## config.mk

```make
export PLATFORM = sky130hd
export DESIGN_NAME = alu_op_decoder
export DESIGN_NICKNAME = d
export VERILOG_FILES = /design/src/rtl/alu_op_decoder.sv
export SDC_FILE = /design/constraint.sdc
export NUM_CORES = 1
export LEC_CHECK = 0
export ABC_AREA = 1
export CORE_MARGIN = 3
export CORE_UTILIZATION = 46
export CTS_BUF_LIST = sky130_fd_sc_hd__clkbuf_16
export DETAILED_ROUTE_END_ITERATION = 8
export GPL_TIMING_DRIVEN = 0
export PLACE_DENSITY = 0.92
export SLEW_MARGIN = 10
export SYNTH_ARGS = -nofsm -noshare
export SYNTH_HDL_FRONTEND = slang
export SYNTH_SLANG_ARGS = --single-unit
```

## constraint.sdc

```tcl
create_clock -name clk -period 3.5 [get_ports clk]
set_input_delay 0.7 -clock clk [delete_from_list [all_inputs] [get_ports clk]]
set_output_delay 0.7 -clock clk [all_outputs]
set_load 0.01 [all_outputs]
```

## src/rtl/alu_op_decoder.sv

```systemverilog
// rtl/alu_op_decoder.sv - registered RV32I decode stage producing ALU control, immediate and register indices
//
// Optional feature macro: ALU_DECODE_ILLEGAL_EN (illegal flag and saturating illegal counter).
//
// Ports:
//   clk, rst_n          clock, asynchronous active-low reset
//   in_valid/in_ready   instruction handshake; in_instr, in_pc carried with it
//   flush               drops the held word and blocks any same-cycle accept
//   out_valid/out_ready output handshake for the single-entry output register
//   alu_op, a_sel, b_sel, imm, rs1, rs2, rd, reg_wr, pc_out   decoded word
//   illegal, illegal_cnt  illegal-word flag and saturating count of accepted illegal words

module alu_op_decoder #(
  parameter int IMM_W = 32,
  parameter int CNT_W = 16
) (
  input  logic             clk,
  input  logic             rst_n,
  input  logic             in_valid,
  output logic             in_ready,
  input  logic [31:0]      in_instr,
  input  logic [IMM_W-1:0] in_pc,
  input  logic             flush,
  output logic             out_valid,
  input  logic             out_ready,
  output logic [3:0]       alu_op,
  output logic             a_sel,
  output logic             b_sel,
  output logic [IMM_W-1:0] imm,
  output logic [4:0]       rs1,
  output logic [4:0]       rs2,
  output logic [4:0]       rd,
  output logic             reg_wr,
  output logic [IMM_W-1:0] pc_out,
  output logic             illegal,
  output logic [CNT_W-1:0] illegal_cnt
);

  localparam logic [6:0] OPC_OP     = 7'b0110011;
  localparam logic [6:0] OPC_OP_IMM = 7'b0010011;
  localparam logic [6:0] OPC_LUI    = 7'b0110111;
  localparam logic [6:0] OPC_AUIPC  = 7'b0010111;
  localparam logic [6:0] OPC_LOAD   = 7'b0000011;
  localparam logic [6:0] OPC_STORE  = 7'b0100011;
  localparam logic [6:0] OPC_BRANCH = 7'b1100011;
  localparam logic [6:0] OPC_JAL    = 7'b1101111;
  localparam logic [6:0] OPC_JALR   = 7'b1100111;

  localparam logic [3:0] ALU_ADD  = 4'd0;
  localparam logic [3:0] ALU_SUB  = 4'd9;
  localparam logic [3:0] ALU_PASS = 4'd10;

  logic [6:0]  opcode;
  logic [2:0]  funct3;
  logic [6:0]  funct7;
  logic [31:0] imm_i, imm_s, imm_b, imm_u, imm_j;

  assign opcode = in_instr[6:0];
  assign funct3 = in_instr[14:12];
  assign funct7 = in_instr[31:25];

  assign imm_i = {{20{in_instr[31]}}, in_instr[31:20]};
  assign imm_s = {{20{in_instr[31]}}, in_instr[31:25], in_instr[11:7]};
  assign imm_b = {{19{in_instr[31]}}, in_instr[31], in_instr[7], in_instr[30:25], in_instr[11:8], 1'b0};
  assign imm_u = {in_instr[31:12], 12'b0};
  assign imm_j = {{11{in_instr[31]}}, in_instr[31], in_instr[19:12], in_instr[20], in_instr[30:21], 1'b0};

  // funct3 -> ALU code; alt selects sub (funct3=000) or sra (funct3=101)
  function automatic logic [3:0] alu_map(input logic [2:0] f3, input logic alt);
    case (f3)
      3'b000:  alu_map = alt ? ALU_SUB : ALU_ADD;
      3'b001:  alu_map = 4'd1;
      3'b010:  alu_map = 4'd2;
      3'b011:  alu_map = 4'd3;
      3'b100:  alu_map = 4'd4;
      3'b101:  alu_map = alt ? 4'd6 : 4'd5;
      3'b110:  alu_map = 4'd7;
      default: alu_map = 4'd8;
    endcase
  endfunction

  logic [3:0]  op_d;
  logic        a_sel_d, b_sel_d, reg_wr_d, ill_d;
  logic [31:0] imm32_d;

  always_comb begin
    op_d     = ALU_ADD;
    a_sel_d  = 1'b0;
    b_sel_d  = 1'b0;
    reg_wr_d = 1'b0;
    imm32_d  = 32'd0;
    ill_d    = 1'b0;
    case (opcode)
      OPC_OP: begin
        reg_wr_d = 1'b1;
        op_d     = alu_map(funct3, in_instr[30]);
        // funct7=0x20 is only meaningful for sub and sra
        ill_d    = !((funct7 == 7'h00) ||
                     ((funct7 == 7'h20) && ((funct3 == 3'b000) || (funct3 == 3'b101))));
      end
      OPC_OP_IMM: begin
        b_sel_d  = 1'b1;
        reg_wr_d = 1'b1;
        imm32_d  = imm_i;
        // funct3=000 carries an immediate in instr[30], never a sub
        op_d     = alu_map(funct3, (funct3 == 3'b101) && in_instr[30]);
        if (funct3 == 3'b001)
          ill_d = (funct7 != 7'h00);
        else if (funct3 == 3'b101)
          ill_d = !((funct7 == 7'h00) || (funct7 == 7'h20));
      end
      OPC_LUI: begin
        op_d     = ALU_PASS;
        b_sel_d  = 1'b1;
        reg_wr_d = 1'b1;
        imm32_d  = imm_u;
      end
      OPC_AUIPC: begin
        a_sel_d  = 1'b1;
        b_sel_d  = 1'b1;
        reg_wr_d = 1'b1;
        imm32_d  = imm_u;
      end
      OPC_LOAD, OPC_JALR: begin
        b_sel_d  = 1'b1;
        reg_wr_d = 1'b1;
        imm32_d  = imm_i;
      end
      OPC_STORE: begin
        b_sel_d  = 1'b1;
        imm32_d  = imm_s;
      end
      OPC_BRANCH: begin
        op_d     = ALU_SUB;
        imm32_d  = imm_b;
      end
      OPC_JAL: begin
        a_sel_d  = 1'b1;
        b_sel_d  = 1'b1;
        reg_wr_d = 1'b1;
        imm32_d  = imm_j;
      end
      default: ill_d = 1'b1;
    endcase
    // illegal words decode to a harmless NOP regardless of the feature macro
    if (ill_d) begin
      op_d     = ALU_ADD;
      a_sel_d  = 1'b0;
      b_sel_d  = 1'b0;
      reg_wr_d = 1'b0;
      imm32_d  = 32'd0;
    end
  end

  logic accept;

  assign in_ready = !out_valid || out_ready;
  assign accept   = in_valid && in_ready && !flush;

  always_ff @(posedge clk or negedge rst_n) begin
    if (!rst_n) begin
      out_valid <= 1'b0;
      alu_op    <= 4'd0;
      a_sel     <= 1'b0;
      b_sel     <= 1'b0;
      imm       <= '0;
      rs1       <= 5'd0;
      rs2       <= 5'd0;
      rd        <= 5'd0;
      reg_wr    <= 1'b0;
      pc_out    <= '0;
    end else begin
      if (flush)
        out_valid <= 1'b0;
      else if (accept)
        out_valid <= 1'b1;
      else if (out_valid && out_ready)
        out_valid <= 1'b0;

      if (accept) begin
        alu_op <= op_d;
        a_sel  <= a_sel_d;
        b_sel  <= b_sel_d;
        imm    <= IMM_W'(signed'(imm32_d));
        rs1    <= in_instr[19:15];
        rs2    <= in_instr[24:20];
        rd     <= in_instr[11:7];
        reg_wr <= reg_wr_d;
        pc_out <= in_pc;
      end
    end
  end

`ifdef ALU_DECODE_ILLEGAL_EN
  logic             illegal_q;
  logic [CNT_W-1:0] cnt_q;

  always_ff @(posedge clk or negedge rst_n) begin
    if (!rst_n) begin
      illegal_q <= 1'b0;
      cnt_q     <= '0;
    end else if (accept) begin
      illegal_q <= ill_d;
      if (ill_d && (cnt_q != {CNT_W{1'b1}}))
        cnt_q <= cnt_q + 1'b1;
    end
  end

  assign illegal     = illegal_q;
  assign illegal_cnt = cnt_q;
`else
  assign illegal     = 1'b0;
  assign illegal_cnt = '0;
`endif

endmodule

```

# == After elaboration in Yosys (flattened, before gate mapping) ==
# Index checks and enable logic that the tools add are counted.
# word_totals
regBits,87
out_inout_bits,105
# classes
eq_ne,16
mux,22
reduce_logical,23
# ops
cell,n
one-hot mux 32 bit (5 select lines),1
one-hot mux 4 bit (7 select lines),2
2-to-1 mux 32 bit,1
"equality test 7 x 6 -> 1 bit, second input constant",4
"equality test 7 bit, second input constant",3
OR reduction 7 bit,3
one-hot mux 4 bit (4 select lines),1
"equality test 7 x 5 -> 1 bit, second input constant",2
2-to-1 mux 4 bit,3
2-to-1 mux 1 bit,11
"equality test 3 bit, second input constant",3
"equality test 7 x 2 -> 1 bit, second input constant",1
logical NOT 7 bit,1
nonzero test 7 bit,1
"equality test 3 x 2 -> 1 bit, second input constant",2
logical AND 1 bit,5
logical NOT 1 bit,4
logical OR 1 bit,4
2-to-1 mux 2 bit,2
OR reduction 2 bit,2
"equality test 3 x 1 -> 1 bit, second input constant",1
logical NOT 3 bit,1
one-hot mux 1 bit (3 select lines),1
nonzero test 3 bit,1
OR reduction 3 bit,1

# == Depth between registers and ports, before layout ==
# Gate-level depths: netlist (run 1).
# depth
word_depth,7
ltp_mapped,13
depth_no_buf,12

# == Least setup slack after synthesis (run 1) ==
# OpenSTA, ideal clock, no wires.
# synth_timing
path_kind,input-to-reg
startpoint,in in_instr[31]
endpoint,reg imm[21]
t_arrival_ps,1730
required_ps,3434
setup_slack_ps,1705
path_stages,13
cell_sequence,buf_6 nor2_2 nand2_1 nor2_1 nand2_1 nand2_1 nand2_1 nand2_1 nand2_1 nor2_4 buf_6 nand2_1 nand2_1
# synth_between
elab_chain_cells,7
word_cells_on_any_way,13
classes_between,eq/ne (1); mux (5); reduce/logical (7)
# synth_lines
element,line,text
"start, declared",21,"input logic [31:0] in_instr,"
equality test 7 x 6 -> 1 bit / logical NOT 7 bit (equally long branches),"99, 110, 98",
logical OR 1 bit,110,ill_d = !((funct7 == 7'h00) || (funct7 == 7'h20));
logical NOT 1 bit,110,
2-to-1 mux 1 bit,109,else if (funct3 == 3'b101)
2-to-1 mux 1 bit,107,if (funct3 == 3'b001)
one-hot mux 1 bit (3 select lines),93,case (opcode)
2-to-1 mux 32 bit *,146,if (ill_d) begin
"end signal, assigned",184,imm <= IMM_W'(signed'(imm32_d));
"end, declared",29,"output logic [IMM_W-1:0] imm,"
# Mark *: on every way between the ends. The rest lies on a longest branch, timed or not.
# A chain may end at the register's enable or synchronous reset.

# == Worst setup path after layout (run 1) ==
# layout_timing
startpoint,in out_ready
endpoint,out in_ready
# layout_between
elab_chain_cells,1
# layout_lines
element,line,text
"start, declared",25,"input logic out_ready,"
logical OR 1 bit,157,assign in_ready = !out_valid || out_ready;
"end, declared",20,"output logic in_ready,"
# Every way passes these cells.

==> flow_summary.ini, run 1 <==
[power_and_ir_drop]
finalPower_mw = 2.529
p_per_area_nw_per_um2 = 411.3
cellLeakagePower_nw = 3.156
ir_drop_mv = 0.2636

[synth]
avgSynthCellArea_um2 = 7.680
synth_edf_count = 0
yosysWarningCount = 0
synth.top_cells.by_count = nand2_1, dfrtp_1, o21ai_0
synthCells = 535
synth_top_cell_by_area = dfrtp_1
synth.cell_area_um2 = 4109
synth_area_leaders = dfrtp_1, nand2_1, o21ai_0
synth-seq-area-share = 0.5298
synth.most_common_cell = nand2_1
async_flop_share = 1.000
ys_dominant_reg_cell = dfrtp_1
synth_top_area_frac = 0.5298
yosys.cell_types.count = 23
ys_seq_elements = 87

[clock_tree]
cts_tree = built
cts-root-buf = clkbuf_16
cts_sinks = 87
numCtsBuffers = 9
htree_levels = 3
post_cts_buffers = 0
insertion_delay_ns = 0.33
clkTransAtPathRegs_ns = 0.07
ctsResizeCount = 0
clock_path_buffers = 2
cts_hold_buffers = 0

[die]
die-area_um2 = 10100
initial_core_util = 0.4878
fp.dieH_um = 100.5
die_x_um = 100.5
num_io_pins = 174
row_count = 33
coreArea_um2 = 8423

[timing]
final.setup.tns_ns = 0
setup_viol = 0
max_slew_margin = 0.6397
finalHoldViolCount = 0
fin_crit_ns = 2.598
fmax_mhz = 385.0
worstMarginPinSlew_ns = 0.5405
timing.final.max_slew_violations = 0
fin_skew_ns = 0.007171
timing.hold.ws_ns = 0.3439
timing.final.ws_setup_ns = 0.9025
fin_crit_sh = 0.7422
rsz0062_at_grt = no

[place]
hpwl_um = 9272
pre_cts_ws_ns = 0.8883
placed_area_um2 = 5867
port_buffers = 154
place_congestion = 0.8699
dp.cells = 811

[min_path]
hold_path.class = in -> async

[detailed_routing]
routed_via_density = 4.861
drtIter0Drc = 183
finalWirelength_um = 11840
antenna_left = 0
wl_per_cell_um = 14.32
drc = 0
first_pass_iters = 6
vias = 4020

[global_route]
overflow = 0
grt_pass1_vias = 3956
track_usage = 0.2351
grt_pass1_wl_um = 18930
grt_max_degree = 49
antenna_found_initial = 0

[setup_path]
crit_fanout = 2
critPathKind = in -> out
crit_path_cell_trace = clkdlybuf4s50_1 -> nor2_1 -> inv_1 -> clkdlybuf4s50_1
worst_ep_required_time_ns = 2.80
cp-startpoint = out_ready
slowest_delay_ns = 0.48
startpoint_type = input port
cp_slowest_cell = clkdlybuf4s50_1
crit_top_cell = clkdlybuf4s50_1
crit_path_end_kind = primary output
worstPathArrival_ns = 1.90
rrSetupSlack_ns = 1.75
reg2reg_from = out_valid$_DFFE_PN0P_

[final_layout]
fin_cells = 827
insertedDiodeCount = 0
area_growth_pct = 49.63
final_area_um2 = 6148
final_layout_size_suffix_gt1_frac = 0.08587
final_nets = 786
final_util = 0.7299

[run]
max_cap_viol_count = 0

[run_status]
status = finished, final reports clean
-- state kept, by name, indices dropped and copies added, names as in the netlist --
signal,cells
imm,32
pc_out,32
rd,5
rs1,5
rs2,5
alu_op,4
a_sel,1
b_sel,1
out_valid,1
reg_wr,1
-- layer usage --
metal | share of wire | up-vias | wire (um) | GRT usage
li1 | - | 1974 | - | -
met1 | 0.41 | 1853 | 4898 | 0.3064
met2 | 0.49 | 169 | 5804 | 0.3945
met3 | 0.073 | 24 | 869 | 0.04152
met4 | 0.023 | 0 | 269 | 0.08497
met5 | 0 | - | 0 | 0
-- final timing paths --
kind / to / cells past startpoint
min reg2reg: rs1[3]$_DFFE_PN0P_ / 2
max reg2reg: pc_out[30]$_DFFE_PN0P_ / 7
max: in_ready / 4
max in group asynchronous: imm[27]$_DFFE_PN0P_ / 2
min in group clk: rs1[3]$_DFFE_PN0P_ / 2
min: pc_out[27]$_DFFE_PN0P_ / 1
-- kinds of logic after synthesis --
logic type	count (synthesis)	share of synthesized area
simple gates	336	0.3310
buf+inv	67	0.08343
compound gates	44	0.05481
other cells	1	0.0009126
flops	87	0.5298
-- worst max-delay path: cells and delay by family --
kind | cells | cell delay (ns)
buf+inv | 3 | 0.99
simple gates | 1 | 0.21
-- final cells by class --
| class | count | area, um^2 |
|---|---|---|
| buffer | 36 | 226.5 |
| tap | 105 | 131.4 |
| timing repair buffer | 155 | 1567 |
| sequential | 87 | 2177 |
| clock inverter | 7 | 56.30 |
| clock buffer | 9 | 225.2 |
| multi-input combinational | 397 | 1649 |
| inverter | 31 | 116.4 |
| fill | 641 | 2275 |
-- power by group --
group	internal [mW]	switching, mW	leakage, nW	total, mW
Clock	0.488	0.405	0.135	0.893
Combinational	0.267	0.235	1.88	0.503
Sequential	1.09	0.0457	1.14	1.13
-- cells in the final DEF (no fill, tap or decap), drive strengths merged --
cell type	netlist	layout
a21boi	1	1
a21oi	5	5
buf	24	26
clkbuf	12	21
clkdlybuf4s50	0	153
clkinv	0	2
clkinvlp	0	2
conb	1	17
dfrtp	87	87
inv	31	34
nand2	284	284
nand3	19	19
nand3b	1	1
nand4	1	1
nor2	30	30
nor3	1	1
o21ai	36	36
o22ai	2	2
Note: power is estimated with default switching activity, not from simulation.
==> run 2, diff against run 1 <==
--- a/config.mk
+++ b/config.mk
@@ -7,11 +7,11 @@
 export LEC_CHECK = 0
 export ABC_AREA = 1
 export CORE_MARGIN = 3
-export CORE_UTILIZATION = 46
+export CORE_UTILIZATION = 43
 export CTS_BUF_LIST = sky130_fd_sc_hd__clkbuf_16
 export DETAILED_ROUTE_END_ITERATION = 8
 export GPL_TIMING_DRIVEN = 0
-export PLACE_DENSITY = 0.92
+export PLACE_DENSITY = 0.87
 export SLEW_MARGIN = 10
 export SYNTH_ARGS = -nofsm -noshare
 export SYNTH_HDL_FRONTEND = slang
==> constraint.sdc (replaced) <==
create_clock -name clk -period 2.7 [get_ports clk]
set_input_delay 0.54 -clock clk [delete_from_list [all_inputs] [get_ports clk]]
set_output_delay 0.54 -clock clk [all_outputs]
set_load 0.01 [all_outputs]
==> run 2 against run 1 <==
Against the previous run: combinational power is 29% higher; critical path depth is the same; sequential cell count unchanged; wire length down 0.83%; utilization down 6.1 points; via count down 0.85%; clock skew fell by 0.0020 ns; worst hold slack got worse by 0.16 ns; worst setup slack lost 0.40 ns; sequential power increased by 30%; clock-buffer cell count unchanged; critical endpoint unchanged; highest routed layer unchanged.
==> flow_summary.ini, run 2 (synthesis gave the netlist of run 1 again) <==
[global_route]
grt_pass1_wl_um = 19290
overflow = 0
track_usage = 0.2210
grt_max_degree = 50
grt_pass1_vias = 3938
antenna_found_initial = 0

[min_path]
hold_path.class = in -> async

[detailed_routing]
antenna_left = 0
wl_per_cell_um = 13.82
routed_via_density = 4.689
drc = 0
drtIter0Drc = 232
vias = 3986
first_pass_iters = 5
finalWirelength_um = 11740

[clock_tree]
post_cts_buffers = 0
cts_sinks = 87
cts_hold_buffers = 0
insertion_delay_ns = 0.33
clock_path_buffers = 2
numCtsBuffers = 9
cts_tree = built
cts-root-buf = clkbuf_16
htree_levels = 3
clkTransAtPathRegs_ns = 0.07
ctsResizeCount = 0

[setup_path]
crit_path_end_kind = primary output
crit_fanout = 2
worstPathArrival_ns = 1.66
critPathKind = in -> out
reg2reg_depth = 7
r2r-end = pc_out[3]$_DFFE_PN0P_
reg2reg_from = out_valid$_DFFE_PN0P_
rrSetupSlack_ns = 0.97
startpoint_type = input port
worst_ep_required_time_ns = 2.16

[final_layout]
final_nets = 786
final_cell_mix = nand2_1, clkdlybuf4s50_1, dfrtp_1
top_regs = imm: 32 flops, pc_out: 32 flops
fill_cells = 768
area_growth_pct = 51.25
layout_commonest_cell = nand2_1
final_util = 0.6694
final_layout_size_suffix_gt1_frac = 0.08460
insertedDiodeCount = 0

[place]
hpwl_um = 9153
place_congestion = 0.8927
port_buffers = 154

[timing]
setup_viol = 0
finalHoldViolCount = 0
fin_crit_sh = 0.8153
fmax_mhz = 454.3
timing.final.max_slew_violations = 0
max_slew_margin = 0.6499
worstMarginPinSlew_ns = 0.5252
fin_crit_ns = 2.201
fin_skew_ns = 0.005210
rsz0062_at_grt = no

[power_and_ir_drop]
p_per_area_nw_per_um2 = 555.6
cellLeakagePower_nw = 3.177
ir_drop_mv = 0.3703
finalPower_mw = 3.453

[die]
die-area_um2 = 10770
coreArea_um2 = 9284
num_io_pins = 174
row_count = 35
fp.dieH_um = 103.8
die_x_um = 103.8
initial_core_util = 0.4426

[run_status]
status = finished, final reports clean

[run]
max_cap_viol_count = 0
## run 2: report_power, final
group | total [mW] | switching (mW) | internal, mW
Sequential | 1.47 | 0.0597 | 1.41
Clock | 1.33 | 0.517 | 0.816
Combinational | 0.650 | 0.304 | 0.347
## run 2: worst max-delay path by stage
stage          slack, ns                    end  depth (start not counted)          from
6_report            0.50               in_ready                          4     out_ready
3_5_place_dp        0.28    imm[20]$_DFFE_PN0P_                         12   in_instr[3]
3_3_place_gp       -1.87  alu_op[1]$_DFFE_PN0P_                          1         rst_n
2_1_floorplan       1.06    imm[21]$_DFFE_PN0P_                         13  in_instr[31]
4_1_cts             0.48               in_ready                          4     out_ready
5_1_grt             0.46               in_ready                          4     out_ready
## run 2: cell type report
cell class	instances	area, um^2	share of cell area
buffer	36	226.5	0.03644
clock buffer	9	225.2	0.03624
clock inverter	6	92.59	0.01490
inverter	31	116.4	0.01872
multi-input combinational	397	1649	0.2654
sequential	87	2177	0.3503
tap	129	161.4	0.02597
timing repair buffer	155	1567	0.2521
## run 2: metal layers
| layer | vias up | share of wire | wire, um | GRT usage |
|---|---|---|---|---|
| li1 | 1985 | - | - | - |
| met1 | 1840 | 0.41 | 4784 | 0.2704 |
| met2 | 149 | 0.50 | 5898 | 0.3832 |
| met3 | 12 | 0.071 | 838 | 0.04984 |
| met4 | 0 | 0.019 | 223 | 0.08167 |
| met5 | - | 0 | 0 | 0 |
## run 2: through the flow
step           setup TNS, ns  instance area (um^2)  cells  setup slack [ns]  hold slack, ns
2_1_floorplan              0                  4169    551             1.065          0.2444
3_3_place_gp         -162.20                  5872    834            -1.870          0.4519
3_5_place_dp               0                  5897    835            0.2767          0.4574
4_1_cts                    0                  6215    850            0.4790          0.1982
5_1_grt                    0                  6215    850            0.4558          0.2213
6_report                   0                  6215    850            0.4986          0.1851
## run 2: worst max-delay path, stage by stage
cell	delay, ns
clkdlybuf4s50_1	0.40
nor2_1	0.16
inv_1	0.08
clkdlybuf4s50_1	0.48
==> run 3, diff against run 2 <==
--- a/config.mk
+++ b/config.mk
@@ -7,11 +7,11 @@
 export LEC_CHECK = 0
 export ABC_AREA = 1
 export CORE_MARGIN = 3
-export CORE_UTILIZATION = 43
+export CORE_UTILIZATION = 39
 export CTS_BUF_LIST = sky130_fd_sc_hd__clkbuf_16
 export DETAILED_ROUTE_END_ITERATION = 8
 export GPL_TIMING_DRIVEN = 0
-export PLACE_DENSITY = 0.87
+export PLACE_DENSITY = 0.83
 export SLEW_MARGIN = 10
 export SYNTH_ARGS = -nofsm -noshare
 export SYNTH_HDL_FRONTEND = slang
==> constraint.sdc (replaced) <==
create_clock -name clk -period 1.9 [get_ports clk]
set_input_delay 0.38 -clock clk [delete_from_list [all_inputs] [get_ports clk]]
set_output_delay 0.38 -clock clk [all_outputs]
set_load 0.01 [all_outputs]
==> run 3 against run 2 <==
Against the previous run: worst setup slack worse by 0.42 ns; utilization is 2.7 points lower; largest power group unchanged; design area is 3.3% higher; worst hold slack better by 0.12 ns; total power is 39% higher; global-route usage is 2.0 points lower; die area is 9.6% higher; via count is 1.5% higher; sequential share of layout area is 1.1 points lower; critical path depth is 9 higher; sequential cell count stayed put; final cell count is 1.9% higher.
==> flow_summary.ini, run 3 (synthesis gave the netlist of run 1 again) <==
[power_and_ir_drop]
p_per_area_nw_per_um2 = 746.1
power.internal_mw = 3.524
p_switching_mw = 1.267
combPwrFrac = 0.196
cellLeakagePower_nw = 3.358
ir_drop_mv = 0.4650
clockPowerShare = 0.368
p_seq_frac = 0.435
switching_share = 0.2644
finalPower_mw = 4.791

[setup_path]
r2r-end = pc_out[22]$_DFFE_PN0P_
slowest_delay_ns = 0.53
cp_top_family = simple AND/OR/NAND/NOR gates
cp_slowest_cell = clkdlybuf4s50_1
crit_top_cell = nand2_1
rrSetupSlack_ns = 0.25
crit_path_end_kind = flip-flop
reg2reg_from = out_valid$_DFFE_PN0P_
reg2reg_depth = 8
worstPathArrival_ns = 2.09
crit_path_cell_trace = clkdlybuf4s50_1 -> inv_1 -> nand3_1 -> nand2_1 -> nand2_1 -> nand2_1 -> nand2_1 -> nand2_1 -> nand2_2 -> nor2_4 -> buf_6 -> nand2_1 -> nand2_1
critPathKind = in -> reg
worst_ep_required_time_ns = 2.17
cp_num_cells = 13
startpoint_type = input port
cp_num_buf_inv = 3
crit_fanout = 7

[timing]
max_slew_margin = 0.6512
finalHoldViolCount = 0
worstMarginPinSlew_ns = 0.5232
timing.hold.ws_ns = 0.3063
timing.final.max_slew_violations = 0
fin_crit_sh = 0.9589
fin_skew_ns = 0.004956
setup_viol = 0
timing.final.ws_setup_ns = 0.07804
final.setup.tns_ns = 0
fmax_mhz = 548.9
fin_crit_ns = 1.822

[global_route]
antenna_found_initial = 0
grt_pass1_vias = 3842
overflow = 0
track_usage = 0.2015
grt_max_degree = 67
grt_pass1_wl_um = 18640

[clock_tree]
numCtsBuffers = 9
clock_path_buffers = 2
htree_levels = 3
cts_tree = built
insertion_delay_ns = 0.33
cts-root-buf = clkbuf_16
cts_sinks = 87
clkTransAtPathRegs_ns = 0.06

[min_path]
hold_depth = 3
worstHoldEndpoint = imm[31]$_DFFE_PN0P_
hold_path.class = in -> reg
hold_path.startpoint = in_instr[31]

[die]
fp.dieH_um = 108.6
num_io_pins = 174
die-area_um2 = 11800
initial_core_util = 0.4109
die_x_um = 108.6
coreArea_um2 = 10000
row_count = 36

[final_layout]
fin_cells = 866
layout_commonest_cell = nand2_1
insertedDiodeCount = 0
fill_cells = 861
top_regs = imm: 32 flops, pc_out: 32 flops
final_nets = 797
area_growth_pct = 56.30
final_cell_mix = nand2_1, clkdlybuf4s50_1, dfrtp_1
final_layout_size_suffix_gt1_frac = 0.1296

[place]
port_buffers = 154
hpwl_um = 9006
dp.cells = 839
place_congestion = 0.8830
pre_cts_ws_ns = -0.3752

[run]
max_cap_viol_count = 0

[run_status]
status = finished, final reports clean

[detailed_routing]
wl_per_cell_um = 13.91
drc = 0
drtIter0Drc = 210
routed_via_density = 4.673
finalWirelength_um = 12050
antenna_left = 0
vias = 4047
first_pass_iters = 6
run 3: final cells by class:
cell class	instances	area, um^2	share of cell area
Sequential cell	87	2177	0.3390
Clock buffer	9	225.2	0.03507
Timing Repair Buffer	166	1695	0.2640
Inverter	31	116.4	0.01812
Clock inverter	7	71.32	0.01110
Buffer	36	232.7	0.03624
Tap cell	133	166.4	0.02591
Multi-Input combinational cell	397	1738	0.2706
run 3: metrics by stage:
stage	area (um^2)	util
after CTS	6216	0.6216
after global routing	6422	0.6423
final	6422	0.6423
after floorplan	4169	-
after global placement	5877	0.5877
after detailed placement	5902	0.5902
run 3: layer usage:
| layer | vias up | global-route usage | routed length [um] |
|---|---|---|---|
| li1 | 1995 | - | - |
| met1 | 1884 | 0.2684 | 5161 |
| met2 | 148 | 0.3274 | 5820 |
| met3 | 20 | 0.04263 | 819 |
| met4 | 0 | 0.07033 | 244 |
| met5 | - | 0 | 0 |
run 3: worst max path at each step:
stage,startpoint,to,slack [ns]
4_1_cts,out_ready,in_ready,0.0009
3_5_place_dp,in_instr[3],imm[20]$_DFFE_PN0P_,-0.38
5_1_grt,in_instr[26],imm[25]$_DFFE_PN0P_,-0.01
3_3_place_gp,rst_n,alu_op[1]$_DFFE_PN0P_,-2.58
6_report,in_instr[13],imm[15]$_DFFE_PN0P_,0.08
2_1_floorplan,in_instr[31],imm[21]$_DFFE_PN0P_,0.42
run 3: tightest hold or removal path, cell delays in order:
cell	delay [ns]
buf_6	0.11
nand2_1	0.06
nand2_1	0.05
run 3: power groups by stage:
stage               sequential, mW  clock, mW  combinational (mW)
floorplan                     2.19          0               0.266
global placement              2.11          0               0.897
detailed placement            2.12          0               0.924
CTS                           2.09       1.79               0.931
global route                  2.10       1.87                1.03
finish                        2.09       1.76               0.941
run 3: repair_timing:
action / 4_1_cts / 5_1_grt
gates cloned: 0 / 2
endpoints found under the setup margin: 6 / 61
resized for setup: 3 / 49
hold buffers: 1 / 0
setup buffers: 0 / 8
pin swaps: 0 / 10
endpoints found under the hold margin: 21 / 0
